==> src/rtl/pause_fader.sv <==
`default_nettype none
// ============================================================================
//  Module   : pause_fader
//  Purpose  : Merges pause sources into one CPU pause, adds single-frame
//             stepping while user-paused, and dims the video after a long
//             pause, either by a fixed halving or by a gradual fade.
//  Revision : 1.0  initial release
// ============================================================================
module pause_fader #(
  parameter int RW          = 8,
  parameter int GW          = 8,
  parameter int BW          = 8,
  parameter int CLKSPD      = 12,
  parameter int DIM_SECS    = 10,
  parameter int unsigned DIM_CYCLES = CLKSPD * 1000000 * DIM_SECS,
  parameter int NREQ        = 2,
  parameter int FADE_FRAMES = 30,
  parameter int FADE_MAX    = 4
) (
  input  logic                  clk_sys,
  input  logic                  reset,
  input  logic                  user_button,
  input  logic                  step_button,
  input  logic [NREQ-1:0]       pause_request,
  input  logic [2:0]            options,
  input  logic                  OSD_STATUS,
  input  logic                  vblank,
  input  logic [RW-1:0]         r,
  input  logic [GW-1:0]         g,
  input  logic [BW-1:0]         b,
  output logic                  pause_cpu,
  output logic [2:0]            dim_level,
  output logic                  stepping,
  output logic [RW+GW+BW-1:0]   rgb_out
);

  localparam logic [31:0] DIM_LIMIT  = 32'(DIM_CYCLES);
  localparam logic [7:0]  FADE_LIMIT = 8'(FADE_FRAMES);
  localparam logic [2:0]  FADE_TOP   = 3'(FADE_MAX);

  typedef enum logic [1:0] {
    RUN    = 2'd0,
    PAUSED = 2'd1,
    STEP   = 2'd2
  } state_t;

  state_t      state;
  logic        user_q;
  logic        step_q;
  logic        vblank_q;
  logic [31:0] dim_timer;
  logic [7:0]  frame_cnt;

  logic user_rise;
  logic step_rise;
  logic vblank_rise;
  logic timer_clear;

  assign user_rise   = user_button & ~user_q;
  assign step_rise   = step_button & ~step_q;
  assign vblank_rise = vblank & ~vblank_q;

  // Pause is forced low while reset is held so the CPU gating releases at once.
  assign pause_cpu = (|pause_request | (state == PAUSED) | (OSD_STATUS & options[0])) & ~reset;

  assign timer_clear = ~pause_cpu | ~options[1];

  // Previous-cycle copies of the level inputs for rising-edge detection.
  always_ff @(posedge clk_sys) begin
    if (reset) begin
      user_q   <= 1'b0;
      step_q   <= 1'b0;
      vblank_q <= 1'b0;
    end else begin
      user_q   <= user_button;
      step_q   <= step_button;
      vblank_q <= vblank;
    end
  end

  // Run/pause/step controller; a user rise always beats a step or vblank rise.
  always_ff @(posedge clk_sys) begin
    if (reset) begin
      state    <= RUN;
      stepping <= 1'b0;
    end else begin
      case (state)
        RUN: begin
          if (user_rise) state <= PAUSED;
          stepping <= 1'b0;
        end
        PAUSED: begin
          if (user_rise) begin
            state    <= RUN;
            stepping <= 1'b0;
          end else if (step_rise) begin
            state    <= STEP;
            stepping <= 1'b1;
          end
        end
        STEP: begin
          if (user_rise) begin
            state    <= RUN;
            stepping <= 1'b0;
          end else if (vblank_rise) begin
            state    <= PAUSED;
            stepping <= 1'b0;
          end
        end
        default: begin
          state    <= RUN;
          stepping <= 1'b0;
        end
      endcase
    end
  end

  // Pause-duration timer and dim level; everything drops to zero together
  // whenever the pause lapses or dimming is disabled.
  always_ff @(posedge clk_sys) begin
    if (reset || timer_clear) begin
      dim_timer <= 32'd0;
      dim_level <= 3'd0;
      frame_cnt <= 8'd0;
    end else begin
      if (dim_timer != DIM_LIMIT) dim_timer <= dim_timer + 32'd1;
      if (dim_level == 3'd0) begin
        if (dim_timer == DIM_LIMIT) dim_level <= 3'd1;
      end else if (options[2] && vblank_rise) begin
        if (frame_cnt + 8'd1 == FADE_LIMIT) begin
          frame_cnt <= 8'd0;
          if (dim_level < FADE_TOP) dim_level <= dim_level + 3'd1;
        end else begin
          frame_cnt <= frame_cnt + 8'd1;
        end
      end
    end
  end

  // Video path: one register stage, each channel shifted by the current level.
  always_ff @(posedge clk_sys) begin
    if (reset) begin
      rgb_out <= '0;
    end else begin
      rgb_out <= {r >> dim_level, g >> dim_level, b >> dim_level};
    end
  end

endmodule
`default_nettype wire

==> config.mk <==
export PLATFORM = sky130hd
export DESIGN_NAME = pause_fader
export DESIGN_NICKNAME = d
export VERILOG_FILES = /design/src/rtl/pause_fader.sv
export SDC_FILE = /design/constraint.sdc
export NUM_CORES = 1
export LEC_CHECK = 0
export CAP_MARGIN = 40
export CORE_ASPECT_RATIO = 0.8
export CORE_MARGIN = 1
export CORE_UTILIZATION = 40
export DETAILED_ROUTE_END_ITERATION = 7
export PLACE_DENSITY = 0.62
export SYNTH_ARGS = -nofsm -noshare
export SYNTH_HDL_FRONTEND = slang
export SYNTH_SLANG_ARGS = --single-unit
export TNS_END_PERCENT = 50
==> constraint.sdc <==
create_clock -name clk_sys -period 5.9 [get_ports clk_sys]
set_input_delay 1.18 -clock clk_sys [delete_from_list [all_inputs] [get_ports clk_sys]]
set_output_delay 1.18 -clock clk_sys [all_outputs]
set_load 0.01 [all_outputs]
[Yosys cells after proc, flatten, opt, wreduce, memory -nomap -nowiden]
Cells that the tools add are included.
Storage, ports and cells
  logic and storage cells: 69
  bits in registers: 73
Cells by class
  add/sub/neg operators: 3
  equal/unequal tests: 9
  bitwise logic cells: 15
  magnitude comparators: 1
  reductions and logical operators: 12
  shift operators: 3
  mux-type cells: 17
Operators with widths (number)
  adder 32 x 1 -> 32 bit, second input constant: 1
  equality test 32 x 27 -> 1 bit, second input constant: 1
  != test 32 x 27 -> 1 bit, second input constant: 1
  >> shifter 8 x 3 -> 8 bit: 3
  2-to-1 mux 3 bit: 5
  2-to-1 mux 2 bit: 5
  adder 8 x 1 -> 8 bit, second input constant: 1
  equality test 8 x 5 -> 1 bit, second input constant: 1
  2-to-1 mux 8 bit: 1
  inverter 1 bit: 7
  != test 3 bit, second input constant: 2
  one-hot mux 2 bit (3 select lines): 1
  nonzero test 2 bit: 3
  bitwise AND 1 bit: 5
  2-to-1 mux 1 bit: 4
  AND reduction 2 bit: 2
  AND reduction 4 bit: 1
  adder 3 x 1 -> 3 bit, second input constant: 1
  zero test 3 bit: 1
  less-than comparator 3 bit, second input constant: 1
  OR 1 bit: 3
  AND reduction 3 bit: 1
  equality test 2 x 1 -> 1 bit, second input constant: 1
  equality test 2 bit, second input constant: 1
  other kinds (7): 7

[Depth between registers and ports, before layout]
Gate-level depths: netlist of the first run.
  depth in word-level cells: 7
  gate-level depth with buffers: 10

[Least setup slack after synthesis of the first run]
OpenSTA, ideal clock, no wires.
  path type: input-to-output
  start point: input pause_request[1]
  end point: output pause_cpu
  setup slack: 3197 ps
  stages: 2
  arrival: 1523 ps
  cells stage by stage: nor2_1 -> a31oi_1
Between the ends
  longest elaborated chain between the ends: 4
Ends and longest elaborated chain
  start: declaration: line 24  | input logic [NREQ-1:0] pause_request,
  OR reduction 2 bit: line 64  | assign pause_cpu = (|pause_request | (state == PAUSED) | (OSD_STATUS & options[0])) & ~reset;
  OR 1 bit (2 in a row): line 64
  bitwise AND 1 bit: line 64
  end: declaration: line 31  | output logic pause_cpu,
No other way between the ends.

[Worst setup path in the final report of the first run]
  start point: input reset
  end point: output pause_cpu
Between the ends
  longest elaborated chain between the ends: 2
Ends and longest elaborated chain
  start: declaration: line 21  | input logic reset,
  inverter 1 bit: line 64
  bitwise AND 1 bit: line 64
No other way between the ends.

==> impl_metrics.env, run 1 <==
export IMPL_status="finished, final reports clean"
export IMPL_r2r_slack_ps=3550
export IMPL_synth_edf_count=0
export IMPL_synth_area_um2=3670
export IMPL_setup_tns_ps=0
export IMPL_crit_buf_inv=3
export IMPL_cts_hold_buf=0
export IMPL_dpl_hpwl_um=6306
export IMPL_crit_fanout=21
export IMPL_vias=3227
export IMPL_critPathRequiredTime_ps=4720
export IMPL_num_io_pins=64
export IMPL_synth_async_reset_ratio=0
export IMPL_tightest_slew_ps=750.5
export IMPL_cp_common_cell="clkdlybuf4s50_1"
export IMPL_setup_violations=0
export IMPL_drt_total_wl_um=8810
export IMPL_slowest_stage="clkdlybuf4s50_1"
export IMPL_dpl_instance_area_um2=4402
export IMPL_crit_family="buffers and inverters"
export IMPL_end_kind="output port"
export IMPL_hold_path_class="reg -> reg"
export IMPL_design_die_area_um2=9564
export IMPL_slew_violations=0
export IMPL_fin_nets=523
export IMPL_hold_violations=0
export IMPL_areaGrowthSynthToFinish_pct=29.76
export IMPL_numPortBuffers=63
export IMPL_p_seq_frac=0.409
export IMPL_yosysSeqAreaShare=0.3982
export IMPL_syn_inst=420
export IMPL_htreeDepth=3
export IMPL_rsz0062_at_grt="no"
export IMPL_maxCapViolCount=0
export IMPL_antenna_found_initial=0
export IMPL_cpPeakStageDelay_ps=590
export IMPL_finClkSkew_ps=8.046
export IMPL_switchingPower_uw=249.3
export IMPL_synth_top_area_share=0.3982
export IMPL_final_period_utilization=0.6397
export IMPL_r2r_end="dim_level[1]"
export IMPL_cts_tree="yes"
export IMPL_syn_nets=461
export IMPL_hold_start="stepping"
export IMPL_first_iter_violations=134
export IMPL_yosysWarnings=0
export IMPL_grt_max_degree=43
export IMPL_clk_path_buf_depth=2
export IMPL_gr_usage_met2=0.2905
export IMPL_remaining_drc_errors=0
export IMPL_met3_usage=0.05060
export IMPL_first_pass_iters=6
export IMPL_cp_arrival_ps=2590
export IMPL_hold_path_end="stepping"
export IMPL_antenna_left=0
export IMPL_ys_types=47
export IMPL_globalRoute_busiestLayer="met2"
export IMPL_gr_usage_met1=0.2876
export IMPL_intPower_uw=995.2
export IMPL_start_kind="input port"
export IMPL_place_inst=582
export IMPL_ys_flop_type="dfxtp_1"
export IMPL_worst_slack_ps=2126
export IMPL_hold_depth=2
export IMPL_synthTopCellsByArea="dfxtp_1 40%, mux4_2 7.4%, nor2_1 6.2%"
export IMPL_ys_ff_latch=73
export IMPL_viasPerCell=5.387
export IMPL_crit_reg2reg_launch="frame_cnt[0]"
export IMPL_cts_setup_buffers=0
export IMPL_crit_type="in -> out"
export IMPL_post_drt_wl_per_cell_um=14.71
export IMPL_layoutNonFillerInstCount=599
export IMPL_nFillCells=797
export IMPL_switching_share=0.2003
export IMPL_relSlewSlack=0.4958
export IMPL_drive_gt1_frac=0.09240
export IMPL_place_congestion=0.8302
export IMPL_finalCriticalPeriod_ps=3774
export IMPL_num_rows=30
export IMPL_finalInstanceArea_um2=4762
export IMPL_powerDensity_nw_per_um2=261.3
export IMPL_p_clk_frac=0.517
export IMPL_leakagePower_nw=1.593
export IMPL_postSynthAreaPerCell_um2=8.738
export IMPL_path_cells="clkdlybuf4s50_1 > buf_4 > a31oi_1 > clkdlybuf4s50_1"
export IMPL_gr_total_overflow=0
export IMPL_cts_resized=0
export IMPL_r2r_cells=6
export IMPL_fp_dieW_um=109.1
export IMPL_place_worst_setup_slack_ps=2130
export IMPL_grt_pass1_wl_um=14680
export IMPL_grt_pass1_vias=2965
export IMPL_cts_sinks=73
export IMPL_fmax_mhz=265.0
export IMPL_path_clk_slew_ps=60
export IMPL_die_y_um=87.67
export IMPL_ir_drop_uv=144.5
export IMPL_cts_root_buf="clkbuf_16"
export IMPL_insertion_delay_ps=330
export IMPL_pwr_share_comb=0.074
export IMPL_synth_top_cell_by_area="dfxtp_1"
export IMPL_n_antenna_cell=0
export IMPL_cts_made_buffers=9
export IMPL_coreArea_um2=8671
export IMPL_grt_use_total=0.2003
export IMPL_initial_core_util=0.4232
## worst register-to-register path: stages, from the launching register on
cell and delay, ps:
dfxtp_1 520, ha_1 320, nand3_2 170, or3_1 340, a32o_2 340, or4_1 510
o21ai_1 80
## how the worst max path moves through the flow
stage | startpoint | to | cells past startpoint
global placement | reset | pause_cpu | 4
floorplan | pause_request[1] | pause_cpu | 2
detailed placement | reset | pause_cpu | 4
global route | reset | pause_cpu | 4
CTS | reset | pause_cpu | 4
finish | reset | pause_cpu | 4
## Yosys cell counts, types with 11 or more instances
master	count
dfxtp_1	73
nand2_1	31
nand3_1	15
inv_1	12
xor2_1	14
xnor2_1	14
clkbuf_1	11
nor3_1	17
mux4_2	12
nor2_1	61
o21ai_0	11
nand4_1	13
a21oi_1	26
## power by group through the flow
stage	sequential, mW	clock [mW]	combinational (mW)
after floorplan	0.524	0	0.0333
after global placement	0.519	0	0.0917
after detailed placement	0.520	0	0.0923
after CTS	0.509	0.661	0.0927
after global routing	0.509	0.682	0.100
final	0.509	0.644	0.0922
## state kept, by name (all words and copies together) (netlist names)
name and cells:
stepping 1, rgb_out 24, frame_cnt 8, state 2, dim_level 3, dim_timer 32
user_q 1, vblank_q 1, step_q 1
## cells by family after synthesis
group,share of synthesized area
simple gates,0.2847
buf+inv,0.03103
compound gates,0.08864
fa+ha+maj,0.02046
mux,0.1101
xor+xnor,0.06683
flops,0.3982
## placed cells by master (no fill, tap or decap), types with 13 or more instances in the layout
cell	instances
a21oi_1	26
clkdlybuf4s50_1	63
dfxtp_1	73
nand2_1	31
nand3_1	15
nand4_1	13
nor2_1	61
nor3_1	17
xnor2_1	14
xor2_1	14
## layout make-up
class | instances | area, um2 | area share
multi-input combinational | 318 | 2095 | 0.4398
clock buffer | 12 | 256.5 | 0.05386
timing repair buffer | 68 | 665.6 | 0.1398
tap | 112 | 140.1 | 0.02943
clock inverter | 4 | 98.84 | 0.02076
inverter | 12 | 45.04 | 0.009459
sequential | 73 | 1461 | 0.3069
## metal layers
metal	routed length [um]	part of all wire
met1	4405	0.50
met2	3909	0.44
met5	0	0
met4	94	0.011
met3	401	0.046
## stage by stage
stage	total power [mW]	utilization	hold WS, ps
finish	1.244	0.5492	484.5
global route	1.291	0.5492	532.4
CTS	1.262	0.5486	490.1
detailed placement	0.6120	0.5076	484.4
global placement	0.6110	0.5076	470.8
floorplan	0.5569	-	458.3
Note: power is estimated with default switching activity, not from simulation.
==> run 2: changes to the inputs <==
==> constraint.sdc (replaced) <==
create_clock -name clk_sys -period 3.6 [get_ports clk_sys]
set_input_delay 0.72 -clock clk_sys [delete_from_list [all_inputs] [get_ports clk_sys]]
set_output_delay 0.72 -clock clk_sys [all_outputs]
set_load 0.01 [all_outputs]
==> run 2 against run 1 <==
Compared with the run above:
- die area is the same
- core utilization shrank 0.81 points
- cell count shrank 0.17%
- global-route usage grew 0.099 points
- via count shrank 1.7%
- power grew 50%
- setup slack lost 1300 ps
- register-to-register slack lost 2400 ps
- highest routed layer unchanged
- hold slack gained 15 ps
- clock skew shrank 4.1 ps
- wire length grew 1.5%
==> impl_metrics.env, run 2 (synthesized netlist as in run 1, its figures left out) <==
export IMPL_status="finished, final reports clean"
export IMPL_rsz0062_at_grt="no"
export IMPL_vias=3173
export IMPL_fmax_mhz=361.9
export IMPL_gr_total_overflow=0
export IMPL_cts_made_buffers=9
export IMPL_path_cells="clkdlybuf4s50_1 > nor2_1 > a31oi_1 > clkdlybuf4s50_1"
export IMPL_crit_fanout=3
export IMPL_cp_endpoint="pause_cpu"
export IMPL_regMostFlops="dim_timer"
export IMPL_cp_common_cell="clkdlybuf4s50_1"
export IMPL_antenna_found_initial=0
export IMPL_r2r_cells=6
export IMPL_crit_type="in -> out"
export IMPL_slew_violations=0
export IMPL_r2r_end="dim_level[0]"
export IMPL_die_y_um=87.67
export IMPL_fin_nets=522
export IMPL_grt_pass1_wl_um=14750
export IMPL_end_kind="output port"
export IMPL_final_period_utilization=0.7677
export IMPL_antenna_left=0
export IMPL_critPathRequiredTime_ps=2880
export IMPL_drt_total_wl_um=8944
export IMPL_num_io_pins=64
export IMPL_hold_path_class="reg -> reg"
export IMPL_num_rows=30
export IMPL_setup_tns_ps=0
export IMPL_whs_ps=499.0
export IMPL_ir_drop_uv=292.9
export IMPL_start_kind="input port"
export IMPL_htreeDepth=3
export IMPL_cts_hold_buf=0
export IMPL_leakagePower_nw=1.558
export IMPL_clk_path_buf_depth=2
export IMPL_finalCriticalPeriod_ps=2764
export IMPL_finClkSkew_ps=3.949
export IMPL_first_iter_violations=124
export IMPL_tightest_slew_ps=889.7
export IMPL_cts_sinks=73
export IMPL_cpPeakStageDelay_ps=580
export IMPL_layout_commonest_cell="dfxtp_1"
export IMPL_path_clk_slew_ps=50
export IMPL_drive_gt1_frac=0.08642
export IMPL_grt_max_degree=40
export IMPL_setup_violations=0
export IMPL_design_die_area_um2=9564
export IMPL_grt_pass1_vias=2931
export IMPL_cts_root_buf="clkbuf_16"
export IMPL_coreArea_um2=8671
export IMPL_cts_tree="yes"
export IMPL_largest_register_ffs=32
export IMPL_r2r_slack_ps=1160
export IMPL_first_pass_iters=4
export IMPL_final_cell_mix="73 x dfxtp_1, 63 x clkdlybuf4s50_1, 61 x nor2_1"
export IMPL_top_regs="dim_timer (32), rgb_out (24), frame_cnt (8)"
export IMPL_viasPerCell=5.306
export IMPL_place_congestion=0.8224
export IMPL_initial_core_util=0.4232
export IMPL_grt_use_total=0.2013
export IMPL_slowest_stage="clkdlybuf4s50_1"
export IMPL_cts_setup_buffers=0
export IMPL_relSlewSlack=0.4023
export IMPL_crit_reg2reg_launch="frame_cnt[0]"
export IMPL_cp_arrival_ps=2040
export IMPL_cts_resized=0
export IMPL_numPortBuffers=63
export IMPL_powerDensity_nw_per_um2=397.1
export IMPL_remaining_drc_errors=0
export IMPL_n_antenna_cell=0
export IMPL_insertion_delay_ps=330
export IMPL_maxCapViolCount=0
export IMPL_areaGrowthSynthToFinish_pct=27.86
export IMPL_dpl_hpwl_um=6351
export IMPL_post_drt_wl_per_cell_um=14.96
export IMPL_hold_violations=0
export IMPL_crit_start="pause_request[1]"
export IMPL_fp_dieW_um=109.1
[run 2: per-layer routing]
metal	track usage	wire, um	up-vias
li1	-	-	1611
met1	0.2804	4723	1502
met2	0.2990	3835	51
met3	0.05060	263	9
met4	0.07617	122	0
met5	0	0	-
[run 2: worst min-delay path by stage]
stage / startpoint / to / slack (ps) / cells after the start
global route: dim_timer[31] / dim_timer[31] / 530 / 2
floorplan: dim_timer[31] / dim_timer[31] / 460 / 2
detailed placement: stepping / stepping / 480 / 2
CTS: stepping / stepping / 500 / 2
finish: dim_timer[31] / dim_timer[31] / 500 / 2
global placement: stepping / stepping / 470 / 2
[run 2: per-stage QoR]
stage	cell area, um2	util	instances	total power [mW]	worst slack, ps
after global placement	4402	0.5076	582	1.001	860.6
after floorplan	3670	-	420	0.9127	1001
after CTS	4692	0.5411	598	1.886	835.9
after detailed placement	4402	0.5076	582	1.003	851.1
final	4692	0.5411	598	1.863	836.4
after global routing	4692	0.5411	598	1.935	723.6
[run 2: cell type report]
cell class                      instances  area [um2]
Clock buffer                           13       250.2
Clock inverter                          3       40.04
Fill cell                             801        3979
Inverter                               12       45.04
Multi-Input combinational cell        318        2095
Sequential cell                        73        1461
Tap cell                              112       140.1
Timing Repair Buffer                   67       660.6
[run 2: worst max-delay path, delay by kind of cell]
kind	cells	cell delay [ps]
buf+inv	2	1040
simple gates	1	40
compound gates	1	240
[run 2: report_power, final]
part	switching [mW]	internal [mW]
clock	0.324	0.553
sequential	0.00665	0.827
combinational	0.0644	0.0877
==> run 3: changes to the inputs <==
--- a/config.mk
+++ b/config.mk
@@ -10,7 +10,7 @@
 export CORE_MARGIN = 1
 export CORE_UTILIZATION = 40
 export DETAILED_ROUTE_END_ITERATION = 7
-export PLACE_DENSITY = 0.62
+export PLACE_DENSITY = 0.65
 export SYNTH_ARGS = -nofsm -noshare
 export SYNTH_HDL_FRONTEND = slang
 export SYNTH_SLANG_ARGS = --single-unit
==> constraint.sdc (replaced) <==
create_clock -name clk_sys -period 2.2 [get_ports clk_sys]
set_input_delay 0.44 -clock clk_sys [delete_from_list [all_inputs] [get_ports clk_sys]]
set_output_delay 0.44 -clock clk_sys [all_outputs]
set_load 0.01 [all_outputs]
==> run 3 against run 2 <==
Compared with the run above:
- combinational power is 68% higher
- sequential cell count stayed put
- design area is 2.7% higher
- hold slack worse by 10 ps
- cell count is 1.7% higher
- clock skew is 3.2 ps higher
- wire length is 1.2% lower
- die area stayed put
- core utilization is 1.5 points higher
- count of clock-buffer cells in the layout is 2 lower
- critical path type is now reg -> out
- critical endpoint is now dim_level[0]
- largest power group unchanged
- highest routed layer unchanged
==> impl_metrics.env, run 3 (synthesized netlist as in run 1, its figures left out) <==
export IMPL_grt_pass1_wl_um=13940
export IMPL_die_y_um=87.67
export IMPL_cts_setup_buffers=0
export IMPL_drive_gt1_frac=0.1169
export IMPL_first_pass_iters=5
export IMPL_viasPerCell=5.349
export IMPL_nFillCells=797
export IMPL_post_drt_wl_per_cell_um=14.53
export IMPL_final_period_utilization=0.9431
export IMPL_crit_fanout=26
export IMPL_grt_use_total=0.1887
export IMPL_critPathRequiredTime_ps=1760
export IMPL_drt_total_wl_um=8836
export IMPL_crit_start="dim_level[0]"
export IMPL_vias=3252
export IMPL_slew_violations=0
export IMPL_crit_family="buffers and inverters"
export IMPL_hold_violations=0
export IMPL_htreeDepth=3
export IMPL_dr_wl_met3_um=452
export IMPL_remaining_drc_errors=0
export IMPL_path_clk_slew_ps=50
export IMPL_setup_violations=0
export IMPL_top_regs="dim_timer (32), rgb_out (24), frame_cnt (8)"
export IMPL_final_cell_mix="73 x dfxtp_1, 62 x clkdlybuf4s50_1, 61 x nor2_1"
export IMPL_cts_sinks=73
export IMPL_layout_commonest_cell="dfxtp_1"
export IMPL_fin_nets=532
export IMPL_maxCapViolCount=0
export IMPL_insertion_delay_ps=330
export IMPL_place_inst=592
export IMPL_utilization=0.5557
export IMPL_cp_endpoint="dim_level[0]"
export IMPL_first_iter_violations=176
export IMPL_crit_reg2reg_launch="frame_cnt[1]"
export IMPL_topRoutingLayerUsed="met4"
export IMPL_tightest_slew_ps=618.4
export IMPL_grt_pass1_vias=2830
export IMPL_met2WireLength_um=3843
export IMPL_r2r_slack_ps=150
export IMPL_slowest_stage="clkdlybuf4s50_1"
export IMPL_cts_made_buffers=9
export IMPL_path_depth=2
export IMPL_power_mw=3.218
export IMPL_antenna_left=0
export IMPL_start_kind="flip-flop"
export IMPL_n_antenna_cell=0
export IMPL_met1Wirelength_um=4461
export IMPL_finalInstanceArea_um2=4818
export IMPL_relSlewSlack=0.5839
export IMPL_antenna_found_initial=0
export IMPL_crit_buf_inv=2
export IMPL_finalCriticalPeriod_ps=2075
export IMPL_rsz0062_at_grt="no"
export IMPL_largest_register_ffs=32
export IMPL_dpl_instance_area_um2=4477
export IMPL_cts_root_buf="clkbuf_16"
export IMPL_grt_max_degree=29
export IMPL_ir_drop_uv=416.1
export IMPL_r2r_end="dim_level[1]"
export IMPL_hold_path_class="reg -> reg"
export IMPL_status="finished, final reports clean"
export IMPL_r2r_cells=6
export IMPL_cts_tree="yes"
export IMPL_dpl_hpwl_um=6490
export IMPL_powerDensity_nw_per_um2=667.9
export IMPL_areaGrowthSynthToFinish_pct=31.30
export IMPL_regMostFlops="dim_timer"
export IMPL_fp_dieW_um=109.1
export IMPL_num_rows=30
export IMPL_finClkSkew_ps=7.180
export IMPL_path_cells="buf_4 > clkdlybuf4s50_1"
export IMPL_design_die_area_um2=9564
export IMPL_layoutNonFillerInstCount=608
export IMPL_gr_total_overflow=0
export IMPL_whs_ps=489.0
export IMPL_clk_path_buf_depth=2
export IMPL_coreArea_um2=8671
export IMPL_place_congestion=0.8784
export IMPL_end_kind="output port"
export IMPL_cp_arrival_ps=1630
export IMPL_leakagePower_nw=1.629
export IMPL_num_io_pins=64
export IMPL_fmax_mhz=482.0
export IMPL_crit_type="reg -> out"
export IMPL_numPortBuffers=63
export IMPL_cpPeakStageDelay_ps=640
export IMPL_initial_core_util=0.4232
run 3: changes by cell type in the layout (fill, tap and decap cells not counted), sizes merged:
cell / change
bufinv: +1
clkbuf: -2
dlygate4sd2: +1
buf: +10
clkinvlp: +1
clkdlybuf4s50: -1
run 3: worst reg2reg max path: cells and delay by family, from the launching register on:
kind                     cells  cell delay [ps]
AO/OA/AOI/OAI                2              410
AND/OR/NAND/NOR              3             1000
flip-flops                   1              340
adder cells (fa/ha/maj)      1              230
run 3: area by class of cell:
class | count | area (um2) | share of cell area
well taps | 112 | 140.1 | 0.02908
clock buffers | 11 | 252.7 | 0.05245
flip-flops and latches | 73 | 1461 | 0.3033
multi-input cells | 318 | 2107 | 0.4373
clock inverters | 5 | 77.57 | 0.01610
repair buffers | 77 | 734.5 | 0.1524
inverters | 12 | 45.04 | 0.009348
run 3: worst min-delay path by stage:
stage	start	end	slack, ps	depth (start not counted)
after floorplan	dim_timer[31]	dim_timer[31]	460	2
after global placement	stepping	stepping	470	2
after detailed placement	stepping	stepping	480	2
after CTS	stepping	stepping	490	2
after global routing	dim_timer[31]	dim_timer[31]	530	2
final	stepping	stepping	490	2
run 3: report_power, final:
part	leakage, nW	internal, mW	switching (mW)
logic	0.871	0.147	0.109
registers	0.596	1.35	0.0103
clock network	0.162	1.05	0.549
run 3: stage by stage:
step	setup slack (ps)	TNS (ps)
after detailed placement	-14.83	-14.83
final	125.1	0
after global placement	-14.16	-14.16
after global routing	35.30	0
after CTS	82.25	0
after floorplan	16.52	0
run 3: routing by layer:
metal	track usage	up-vias
met5	0	-
met4	0.04423	0
met3	0.04762	8
met2	0.2847	94
met1	0.2695	1518
li1	-	1632
run 3: repair_timing:
| action | CTS | global route |
|---|---|---|
| setup endpoints to repair | 1 | 5 |
| pin swaps | 0 | 0 |
| gates resized for setup | 1 | 3 |
| hold buffers | 0 | 0 |
